### config.mk
export PLATFORM = sky130hd
export DESIGN_NAME = data_mem_responder
export DESIGN_NICKNAME = d
export VERILOG_FILES = /design/src/rtl/data_mem_responder.sv
export SDC_FILE = /design/constraint.sdc
export NUM_CORES = 2
export LEC_CHECK = 0
export BUFFER_PORTS_ARGS = -buffer_cell sky130_fd_sc_hd__buf_4
export CORE_MARGIN = 8
export CORE_UTILIZATION = 57
export CTS_BUF_LIST = sky130_fd_sc_hd__clkbuf_8 sky130_fd_sc_hd__clkbuf_16
export DETAILED_ROUTE_END_ITERATION = 12
export PLACE_DENSITY = 0.77
export SKIP_LAST_GASP = 1
export SYNTH_ARGS = -nofsm -noshare
export SYNTH_HDL_FRONTEND = slang
export SYNTH_SLANG_ARGS = --single-unit
export TNS_END_PERCENT = 50
### constraint.sdc
create_clock -name clk -period 2.5 [get_ports clk]
set_input_delay 0.25 -clock clk [delete_from_list [all_inputs] [get_ports clk]]
set_output_delay 0.25 -clock clk [all_outputs]
set_load 0.005 [all_outputs]
### src/rtl/data_mem_responder.sv
// rtl/data_mem_responder.sv - multi-cycle data memory with stall, wrap-around indexing and misalignment flag
module data_mem_responder #(
    parameter int ADDR_BITS = 6,
    parameter int LATENCY   = 2
) (
    input  logic        clk,
    input  logic        reset,
    input  logic        MemRead,
    input  logic        MemWrite,
    input  logic [31:0] address,
    input  logic [31:0] writeData,
    output logic [31:0] readData,
    output logic        mem_stall,
    output logic        misaligned
);

    typedef enum logic [1:0] {
        IDLE = 2'd0,
        BUSY = 2'd1,
        DONE = 2'd2
    } state_t;

    localparam int         DEPTH  = 2 ** ADDR_BITS;
    localparam logic [3:0] LAT_M1 = 4'(LATENCY - 1);

    state_t                 r_state;
    state_t                 w_next_state;
    logic [3:0]             r_cnt;
    logic [ADDR_BITS+1:0]   r_addr;
    logic [31:0]            r_wdata;
    logic                   r_is_write;
    logic [31:0]            r_read_data;
    logic                   r_misaligned;
    logic [31:0]            r_mem [DEPTH];

    logic                   w_req;
    logic                   w_misaligned;
    logic [ADDR_BITS-1:0]   w_idx;
    logic                   w_unused;

    // Upper address bits only select aliases of the same word, so they are dropped.
    assign w_unused     = &{1'b0, address[31:ADDR_BITS+2]};
    assign w_req        = MemRead | MemWrite;
    assign w_misaligned = (r_addr[1:0] != 2'b00);
    assign w_idx        = r_addr[ADDR_BITS+1:2];

    assign readData   = r_read_data;
    assign misaligned = r_misaligned;

    // State register.
    always_ff @(posedge clk or negedge reset) begin
        if (!reset) begin
            r_state <= IDLE;
        end else begin
            r_state <= w_next_state;
        end
    end

    // Next-state and stall decode; a request seen in DONE waits for the following IDLE.
    always_comb begin
        w_next_state = r_state;
        mem_stall    = 1'b0;
        case (r_state)
            IDLE: begin
                if (w_req) begin
                    w_next_state = BUSY;
                    mem_stall    = 1'b1;
                end
            end
            BUSY: begin
                mem_stall = 1'b1;
                if (r_cnt == 4'd0) begin
                    w_next_state = DONE;
                end
            end
            DONE: begin
                w_next_state = IDLE;
            end
            default: begin
                w_next_state = IDLE;
            end
        endcase
    end

    // Request capture, latency countdown and the memory access itself at BUSY exit.
    always_ff @(posedge clk or negedge reset) begin
        if (!reset) begin
            r_cnt        <= 4'd0;
            r_addr       <= '0;
            r_wdata      <= 32'd0;
            r_is_write   <= 1'b0;
            r_read_data  <= 32'd0;
            r_misaligned <= 1'b0;
            for (int i = 0; i < DEPTH; i++) begin
                r_mem[i] <= 32'd0;
            end
        end else begin
            case (r_state)
                IDLE: begin
                    r_misaligned <= 1'b0;
                    if (w_req) begin
                        r_addr     <= address[ADDR_BITS+1:0];
                        r_wdata    <= writeData;
                        r_is_write <= MemWrite;
                        r_cnt      <= LAT_M1;
                    end
                end
                BUSY: begin
                    if (r_cnt != 4'd0) begin
                        r_cnt <= r_cnt - 4'd1;
                    end else begin
                        r_misaligned <= w_misaligned;
                        if (r_is_write) begin
                            if (!w_misaligned) begin
                                r_mem[w_idx] <= r_wdata;
                            end
                        end else begin
                            r_read_data <= w_misaligned ? 32'd0 : r_mem[w_idx];
                        end
                    end
                end
                DONE: begin
                    r_misaligned <= 1'b0;
                end
                default: begin
                    r_misaligned <= 1'b0;
                end
            endcase
        end
    end

endmodule

==> out/metrics.yaml <==
cp-end-kind: "register"
die_area_mm2: 0.185
die_h_um: 430
synth_nets: 6814
cts.sink_count: 2128
slew_headroom: 0.0713
final_common_cell: "dfrtp_1"
crit_arrival_ps: 3760
p_clk_frac: 0.303
gp_congestion: 0.894
reg2reg_to: "readData[3]$_DFFE_PN0P_"
p_sw_mw: 38.6
whs_ps: 150
cts_max_path_buffers: 3
netlist_instances: 6744
io_pins: 102
start_util: 0.571
worstSetupStartpointType: "register"
power_per_cell_area_mw_per_mm2: 918
drive_above_1_share: 0.499
synth_top_family_by_area: "multiplexers"
final_cell_mix: "dfrtp_1 (2093), mux2_2 (1573), buf_4 (544)"
reg2reg_depth: 11
synth_xor_area_frac: 0.000179
wl_met1_mm: 116
rrSetupSlack_ps: -450
cts_tree: "built"
p_int_mw: 69.7
netlist_area_mm2: 0.0976
synth_seq_area_share: 0.546
crit_required_ps: 3310
grt_pass1_wl_mm: 442
fin_skew_ps: 31.1
cts_max_level: 4
cts_inserted_buffers: 207
status: "finished, violations left"
synthMuxAreaShare: 0.311
drtPass1Iterations: 6
period_minus_slack_ps: 2950
vias: 65800
path_max_fanout: 28
grt_usage: 0.312
rows: 152
finalSetupTns_ps: -345390
synth_compound_area_frac: 0.0722
met3WireLength_mm: 32.2
detail-route-antenna-nets: 0
grt_overflow: 0
worstMarginPinSlew_ps: 1390
min_path_type: "primary input to register"
synthDistinctLibCells: 66
antenna_found_initial: 20
holdPathStages: 4
period_share: 1.18
setup_viol: 2056
p_seq_frac: 0.372
routed_wl_mm: 314
r2r-start: "r_addr[2]$_DFFE_PN0P_"
synthSimpleGateAreaFrac: 0.0271
violations: "setup timing"
port-buffer-count: 77
hold_violations: 0
areaGrowthSynthToFinish_pct: 20.9
synth_fa_ha_area_frac: 0.000256
ys.flop_type: "dfrtp_1"
max-cap-violations: 0
clkTransAtPathRegs_ps: 70
min_to: "r_wdata[13]$_DFFE_PN0P_"
root_buffer: "clkbuf_16"
min_from: "writeData[13]"
fin_nets: 7290
critPathKind: "register to register"
core_mm2: 0.171
top_layer: "met5"
async_flop_share: 1.00
avgSynthCellArea_um2: 14.5
p_leak_nw: 56.2
fin_ws_ps: -449
switching_share: 0.357
grt_pass1_vias: 67800
routedWlPerCell_um: 32.5
hpwlAfterDp_mm: 176
rsz0062_at_grt: "true"
ys_warn_count: 0
vdd_drop_max_mv: 0.953
die_w_um: 430
finalMaxSlewViolations: 0
power_frac_comb: 0.325
post-route-util: 0.690
drc: 0
ys_ff_latch: 2128
fmax_mhz: 339
grt_max_degree: 121
clkLatencyLatePin_ps: 860
synth_edf_count: 0
drt_iter0_markers: 7219
route.met2.wl_mm: 142
via_per_inst: 6.83
## cell families after synthesis
logic type	after synthesis
buffers and inverters	712
XOR/XNOR	2
flip-flops	2128
multiplexers	2516
AO/OA/AOI/OAI	965
adder cells (fa/ha/maj)	2
AND/OR/NAND/NOR	419
## sequential cells by signal, indices dropped and copies added (netlist names)
signal / flops
r_addr: 8
r_cnt: 4
misaligned: 1
readData: 32
r_mem: 2048
r_wdata: 32
r_is_write: 1
r_state: 2
## power by group through the flow
| stage | logic, mW | clock network (mW) | registers, mW |
|---|---|---|---|
| after floorplan | 16.7 | 0 | 37.6 |
| after global placement | 27.0 | 0 | 40.3 |
| after detailed placement | 27.5 | 0 | 40.5 |
| after CTS | 30.9 | 32.8 | 39.9 |
| after global routing | 36.1 | 34.3 | 40.4 |
| final | 35.2 | 32.8 | 40.3 |
## per-stage QoR
step	setup WS (ps)	power (mW)	instance area, um^2	instances
2_1_floorplan	57.1	54.4	97600	6744
3_3_place_gp	-1000	67.3	104000	8986
3_5_place_dp	-967	68.0	104000	8986
4_1_cts	-216	104	115000	9516
5_1_grt	-454	111	118000	9628
6_report	-449	108	118000	9634
## cells in the mapped netlist (101+ instances only)
library cell | count | area share
dfrtp_1 | 2128 | 0.55
mux2_2 | 1708 | 0.20
clkbuf_1 | 391 | 0.015
mux2i_1 | 318 | 0.033
a221oi_1 | 272 | 0.024
mux2_4 | 210 | 0.032
a22oi_1 | 200 | 0.015
o22ai_1 | 181 | 0.012
mux4_2 | 148 | 0.034
nand2_1 | 145 | 0.0056
o21ai_0 | 136 | 0.0070
mux2_1 | 132 | 0.015
nor2_1 | 125 | 0.0048
buf_6 | 101 | 0.012
## routing by layer
metal | vias up | GRT usage
met4 | 10 | 0.167
met1 | 34700 | 0.406
met2 | 3900 | 0.484
met5 | - | 0
met3 | 1155 | 0.0771
li1 | 26000 | -
## worst max-delay path by stage
stage          cells past startpoint                  start                        to  slack, ps
4_1_cts                           10  r_addr[2]$_DFFE_PN0P_   readData[1]$_DFFE_PN0P_       -220
6_report                          11  r_addr[2]$_DFFE_PN0P_   readData[3]$_DFFE_PN0P_       -450
5_1_grt                           11  r_addr[2]$_DFFE_PN0P_   readData[3]$_DFFE_PN0P_       -450
2_1_floorplan                     10   r_cnt[0]$_DFFE_PN0P_   r_mem[1793]$_DFFE_PN0P_         60
3_3_place_gp                      11  r_addr[2]$_DFFE_PN0P_   readData[1]$_DFFE_PN0P_      -1000
3_5_place_dp                      10  r_addr[2]$_DFFE_PN0P_  readData[18]$_DFFE_PN0P_       -970
## critical path, cell delays in order (launching register included)
cell and delay (ps):
dfrtp_4 540, buf_8 160, buf_8 120, buf_4 120, nand2b_4 210, buf_12 190, buf_12 180, buf_4 170
o22ai_1 460, o21ai_2 170, a41oi_4 400, a211o_1 150
## area by class of cell
class,instances,area [um^2]
inverters,4,20.0
flip-flops and latches,2128,53300
repair buffers,974,12300
multi-input cells,3905,42400
well taps,2233,2790
clock buffers,270,6080
diodes,8,20.0
clock inverters,112,1090
fillers,10300,53000
## repair_timing
item | 4_1_cts | 5_1_grt
setup buffers | 53 | 74
hold buffers | 67 | 0
setup endpoints to repair | 2002 | 2078
pin swaps | 43 | 69
gates cloned | 28 | 40
resized for setup | 289 | 339
hold endpoints to repair | 1187 | 0
(Power assumes the default switching activity.)
